--- src/rtl/cortez_pkg.sv ---
// cortez_pkg
// Shared definitions for the neuron datapath blocks.
//   loader_state_e : FILL/FIRE state encoding of the serial-to-parallel loader
//   idx_width()    : width of an index counter able to address n slots
package cortez_pkg;

    typedef enum logic {
        FILL = 1'b0,
        FIRE = 1'b1
    } loader_state_e;

    // A single-slot vector still needs a one-bit counter so the index
    // register never collapses to zero width.
    function automatic int idx_width(input int n);
        return (n > 1) ? $clog2(n) : 1;
    endfunction

endpackage

--- src/rtl/neuron_input_loader.sv ---
// neuron_input_loader
// Collects a serial stream of signed fixed-point values into a parallel
// vector for a neuron. A frame is NUM_INPUTS values, the last one flagged
// with last_in. A complete frame produces a one-cycle valid_out strobe;
// a frame whose last_in arrives early or is missing produces a one-cycle
// error_out strobe instead and the loader realigns to slot 0.
// Values are copied bit-exact; FRAC_BITS only documents the number format.
//
// Ports
//   clk        : clock, rising edge
//   rstn       : asynchronous active-low reset
//   value_in   : serial value (signed, WIDTH bits)
//   valid_in   : value_in is valid
//   last_in    : final element of the frame, qualified by valid_in
//   ready_out  : loader accepts value_in this cycle
//   clear_in   : synchronous frame abort, overrides valid_in
//   values_out : parallel vector, NUM_INPUTS slots of WIDTH bits
//   valid_out  : one-cycle strobe, values_out holds a complete frame
//   error_out  : one-cycle framing-error strobe
module neuron_input_loader
    import cortez_pkg::*;
#(
    parameter int NUM_INPUTS = 4,
    parameter int WIDTH      = 8,
    parameter int FRAC_BITS  = 3
) (
    input  logic                    clk,
    input  logic                    rstn,
    input  logic signed [WIDTH-1:0] value_in,
    input  logic                    valid_in,
    input  logic                    last_in,
    output logic                    ready_out,
    input  logic                    clear_in,
    output logic signed [WIDTH-1:0] values_out [NUM_INPUTS],
    output logic                    valid_out,
    output logic                    error_out
);

    localparam int IDX_W = idx_width(NUM_INPUTS);
    localparam logic [IDX_W-1:0] LAST_IDX = IDX_W'(NUM_INPUTS - 1);

    // Reject parameter sets that cannot describe a valid frame or format.
    if (NUM_INPUTS < 1 || FRAC_BITS < 0 || FRAC_BITS > WIDTH) begin : g_bad_params
        $error("neuron_input_loader: illegal NUM_INPUTS/FRAC_BITS/WIDTH combination");
    end

    loader_state_e    state;
    logic [IDX_W-1:0] idx;
    logic             armed;
    logic             accept;

    // armed holds ready_out low during reset and until the first clock
    // after release, so the loader never claims a transfer it cannot take.
    assign ready_out = armed && (state == FILL);
    assign accept    = valid_in && ready_out && !clear_in;

    // Single FSM: slot writes, index tracking and the registered strobes.
    // A clear always wins over a pending transfer and never flags an error;
    // in FIRE the strobe is already out, so a clear only forces the return
    // to FILL, which happens anyway.
    always_ff @(posedge clk or negedge rstn) begin
        if (!rstn) begin
            state     <= FILL;
            idx       <= '0;
            armed     <= 1'b0;
            valid_out <= 1'b0;
            error_out <= 1'b0;
            for (int i = 0; i < NUM_INPUTS; i++) begin
                values_out[i] <= '0;
            end
        end else begin
            armed     <= 1'b1;
            valid_out <= 1'b0;
            error_out <= 1'b0;
            case (state)
                FILL: begin
                    if (clear_in) begin
                        idx <= '0;
                    end else if (accept) begin
                        values_out[idx] <= value_in;
                        if (idx == LAST_IDX) begin
                            idx <= '0;
                            if (last_in) begin
                                state     <= FIRE;
                                valid_out <= 1'b1;
                            end else begin
                                error_out <= 1'b1;
                            end
                        end else if (last_in) begin
                            idx       <= '0;
                            error_out <= 1'b1;
                        end else begin
                            idx <= idx + 1'b1;
                        end
                    end
                end
                FIRE: begin
                    state <= FILL;
                    idx   <= '0;
                end
                default: begin
                    state <= FILL;
                    idx   <= '0;
                end
            endcase
        end
    end

endmodule

--- config.mk ---
export PLATFORM = sky130hd
export DESIGN_NAME = neuron_input_loader
export DESIGN_NICKNAME = d
export VERILOG_FILES = /design/src/rtl/cortez_pkg.sv /design/src/rtl/neuron_input_loader.sv
export SDC_FILE = /design/constraint.sdc
export NUM_CORES = 1
export LEC_CHECK = 0
export ABC_CLOCK_PERIOD_IN_PS = 1500
export BUFFER_PORTS_ARGS = -buffer_cell sky130_fd_sc_hd__buf_2
export CORE_MARGIN = 1.5
export CORE_UTILIZATION = 50
export CTS_CLUSTER_SIZE = 14
export DETAILED_ROUTE_END_ITERATION = 10
export PLACE_DENSITY_LB_ADDON = 0.08
export SYNTH_ARGS = -nofsm -noshare
export SYNTH_HDL_FRONTEND = slang
export SYNTH_SLANG_ARGS = --single-unit
--- constraint.sdc ---
create_clock -name clk -period 1.5 [get_ports clk]
set_input_delay 0 -clock clk [delete_from_list [all_inputs] [get_ports clk]]
set_output_delay 0 -clock clk [all_outputs]
set_load 0.02 [all_outputs]
# --- Yosys cells after proc, flatten, opt, wreduce, memory -nomap -nowiden ---
# Cells that the tools add are included.
# Widths: inputs -> output; s select.
totals:
  reg_bits: 38
classes:
  n_bitwise: 3
  eq_ne: 2
  n_lt_le_gt_ge: 2
  mux: 19
  reduce_logical: 6
  addsub: 1
ops:
  columns: ["operator", "n"]
  rows:
  - ["$bwmux 32", 1]
  - ["$demux 8 s2", 1]
  - ["$mux 1", 10]
  - ["$mux 2", 4]
  - ["$mux 8", 1]
  - ["$logic_and 1x1->1", 4]
  - ["$pmux 2 s2", 1]
  - ["$ge 3x3->1 const B", 1]
  - ["$lt 3x1->1 const B", 1]
  - ["$ne 3x3->1 const B", 1]
  - ["$not 2->3", 1]
  - ["$reduce_and 3->1", 1]
  - ["$add 2x1->2 const B", 1]
  - ["$eq 2x2->1 const B", 1]
  - ["$not 1->1", 2]
  - ["$pmux 1 s2", 1]
  - ["$logic_not 1->1", 1]

# --- Depth between registers and ports, before layout ---
depth:
  ltp_word: 7
  depth_mapped: 4
  mapped_depth_nobuf: 4

# --- Least setup slack after synthesis ---
# No wires, ideal clock.
synth_path:
  path_kind: "flip-flop to flip-flop"
  from: "register state"
  to: "register values_out[0] (netlist name)"
  synth_period_minus_slack_ns: 1.461
  path_stages_with_launch: 5
  required_time_ns: 1.375
  arrival_ns: 1.336
  slack_ns: 0.039
  path_cell_list: "dfrtp_1 > and4bb_1 > buf_6 > nand2_8 > mux2_4"
synth_via:
  elab_chain_cells: 5
synth_lines:
  columns: ["item", "line_no", "source"]
  rows:
  - ["start: declaration", "neuron_input_loader.sv:47", "loader_state_e state;"]
  - ["start signal: assignment", "neuron_input_loader.sv:63", "state <= FILL;"]
  - ["start signal: assignment", "neuron_input_loader.sv:84", "state <= FIRE;"]
  - ["start signal: assignment", "neuron_input_loader.sv:98", "state <= FILL;"]
  - ["$not 1->1 (no source line) *", null, null]
  - ["$logic_and 1x1->1", "neuron_input_loader.sv:54", "assign ready_out = armed && (state == FILL);"]
  - ["$logic_and 1x1->1 (2 in series)", "neuron_input_loader.sv:55", "assign accept = valid_in && ready_out && !clear_in;"]
  - ["$reduce_and 3->1 (no source line) *", null, null]
  - ["end signal: indexed assignment", "neuron_input_loader.sv:80", "values_out[idx] <= value_in;"]
  - ["end: declaration", "neuron_input_loader.sv:34", "output logic signed [WIDTH-1:0] values_out [NUM_INPUTS],"]
# Mark *: on every way between the ends. The rest lies on a longest branch, timed or not.
# A chain may end at the register's enable or synchronous reset.

# --- Worst setup path in the final report ---
layout_path:
  from: "register state"
  to: "register values_out[3] (netlist name)"
# Same word-level chain as after synthesis.

==> metrics.txt <==
result of the run=complete, no violations; maximum number of pins on one net before global-route repair=38; DR pass1 iterations=4; Peak VDD IR=0.000564 V; clock-pin transition on the worst setup and hold timing paths=0.11 ns; syn_nets=110; routed len/inst=14.3 um; final count of pins violating max slew=0; Hold Fails Final Rpt=0; count of buffers added by post-CTS timing repair for setup=0; critical-path maximum fanout=8; placed instance count=184; Routed Antenna Nets=0; Hold Crit Class=in -> async; global placement routability congestion=0.715; drt initial violations=47; antenna violations before repair=0; Total Die Area=3630 um^2; Worst R2R End=values_out[3]$_DFFE_PN0P_; CTS buffer count=5; row count=20; final critical path time including I/O delays and setup=1.43 ns; R2R depth=4; category of the worst setup path launch point=flop; number of gates given a new drive strength after cts=0; total length of routed wires=2.92 mm; PD cells=1100 nW/um^2; Antenna Diode Count=0; top achievable clock speed=702 MHz; Die X=60.2 um; synthesized cell area=1640 um^2; die height=60.2 um; accumulated negative setup slack=0 ns; H-tree level count=2; Overflow after GRT=0; buffers from clock root to sink, at most=2; area growth from synthesis to layout=31.3%; clk root buf=sky130_fd_sc_hd__clkbuf_4; r2r startpoint=state$_DFF_PN0_; reg2reg setup slack=0.07 ns; source-to-sink clock delay at the later pin of the worst-skew pair=0.33 ns; unrepaired setup endpoints after global routing=no; instance count of the mapped netlist=92; Final Skew=0.0100 ns; detailed placer's ending HPWL=1.99 mm; data required time at the worst endpoint=1.73 ns; number of sinks on the clock net=37; Setup Viol. Count Final=0; initial core utilization=53.2%; crit end category=flop; cells taking the most area after synthesis=sky130_fd_sc_hd__dfrtp_1, sky130_fd_sc_hd__mux2_4, sky130_fd_sc_hd__nand2_8, sky130_fd_sc_hd__ha_1, sky130_fd_sc_hd__and2_1; syn avg cell area=17.8 um^2; number of primary I/O pins=48; number of violations of the max-capacitance limit=0; proportion of synthesized chip area in sequential cells=56.6%; post-DR vias/cell=4.75; total number of nets in the final design=177; Leak=0.00121 uW; vias post-DR=970; Worst Setup Path Type=reg -> reg; Unique masters post-synth=15; via count of the first global-routing pass=972; area leader, netlist=sky130_fd_sc_hd__dfrtp_1; proportion of netlist area held by the largest area contributor=56.6%; DRC violation count after routing=0; Yosys reg bits=37; period utilisation layout=95.0%; Total Power Consumption=2370 uW; data arrival time of the critical path=1.66 ns; CTS tree=done; warning count from the yosys run=0; number of buffers added on ports=47; global-route wire length before repair=4.84 mm; final cell count without fillers=204; Std-Cell Core Area=3080 um^2; fraction of final layout cells sized beyond drive strength 1=57.5%; global-route usage over all layers=19.1%
[final cells by class]
| cell class | instances | area [um^2] |
|---|---|---|
| clock buffers | 7 | 55.1 |
| clock inverters | 1 | 30.0 |
| fillers | 229 | 930 |
| inverters | 2 | 7.51 |
| multi-input cells | 52 | 692 |
| flip-flops and latches | 37 | 926 |
| well taps | 44 | 55.1 |
| repair buffers | 61 | 383 |
[cells by family after synthesis]
kind of cell | Yosys count | synth area share, %
flops | 37 | 56.6
simple gates | 12 | 7.80
fa+ha+maj | 5 | 3.82
other cells | 1 | 0.229
buf+inv | 3 | 1.15
mux | 32 | 29.4
compound gates | 2 | 1.07
[synth_stat cells]
cell type and n:
sky130_fd_sc_hd__nand3_1 1, sky130_fd_sc_hd__conb_1 1, sky130_fd_sc_hd__inv_1 2, sky130_fd_sc_hd__nand2_8 4, sky130_fd_sc_hd__a32o_1 1, sky130_fd_sc_hd__buf_6 1
sky130_fd_sc_hd__nor2_1 1, sky130_fd_sc_hd__and2_1 2, sky130_fd_sc_hd__dfrtp_1 37, sky130_fd_sc_hd__a211oi_1 1, sky130_fd_sc_hd__and4bb_1 1, sky130_fd_sc_hd__ha_1 5
sky130_fd_sc_hd__nand2_1 2, sky130_fd_sc_hd__mux2_4 32, sky130_fd_sc_hd__nor2b_1 1
[where the power goes]
group	total (uW)	switching, uW	leakage, uW	internal, uW
clock	718	320	0.0000455	398
combinational	490	247	0.000671	242
sequential	1160	61.3	0.000489	1100
[sequential cells by signal, indices dropped and copies added (netlist names)]
name and cells:
values_out 32, error_out 1, idx 2, state 1, armed 1
[metrics by stage]
stage | instance area [um^2] | worst slack [ns] | utilization [%] | hold slack (ns)
floorplan | 1640 | 0.0391 | - | -0.296
global placement | 1940 | 0.102 | 63.1 | 0.0616
detailed placement | 1940 | 0.0777 | 63.1 | 0.0644
CTS | 2150 | 0.0626 | 69.8 | 0.230
global route | 2150 | 0.0164 | 69.8 | 0.248
finish | 2150 | 0.0745 | 69.8 | 0.227
[metal layers]
| layer | vias up | global-route usage (%) | part of all wire (%) |
|---|---|---|---|
| li1 | 453 | - | - |
| met1 | 478 | 25.3 | 47 |
| met2 | 33 | 29.2 | 46 |
| met3 | 6 | 5.84 | 5.1 |
| met4 | 0 | 7.62 | 1.6 |
| met5 | - | 0 | 0 |
[critical path, stage by stage (launching register included)]
cell                       delay, ns
sky130_fd_sc_hd__dfrtp_1        0.42
sky130_fd_sc_hd__and4bb_1       0.31
sky130_fd_sc_hd__buf_12         0.17
sky130_fd_sc_hd__nand2_8        0.10
sky130_fd_sc_hd__mux2_4         0.32
[what timing repair did]
item                                    4_1_cts  5_1_grt
endpoints found under the setup margin        0        0
hold buffers                                 12        0
hold endpoints to repair                     70        0
[cells in the final DEF, fill, tap and decap left out, drive strengths merged]
cell type     n
nor2          1
nand2         6
clkbuf        7
inv           2
mux2         32
a32o          1
nand3         1
conb          1
nor2b         1
bufinv        1
ha            5
and2          2
dlygate4sd3  12
a211oi        1
and4bb        1
dfrtp        37
buf          49
[worst max-delay path by stage]
stage                          startpoint                    endpoint  slack, ns  depth (start not counted)
after CTS                 state$_DFF_PN0_  values_out[23]$_DFFE_PN0P_       0.06                          4
final                     state$_DFF_PN0_   values_out[3]$_DFFE_PN0P_       0.07                          4
after global placement    state$_DFF_PN0_   values_out[3]$_DFFE_PN0P_       0.10                          4
after detailed placement  state$_DFF_PN0_  values_out[23]$_DFFE_PN0P_       0.08                          4
after floorplan           state$_DFF_PN0_   values_out[0]$_DFFE_PN0P_       0.04                          4
after global routing      state$_DFF_PN0_   values_out[0]$_DFFE_PN0P_       0.02                          4
Power figures use the tool's default switching activity.
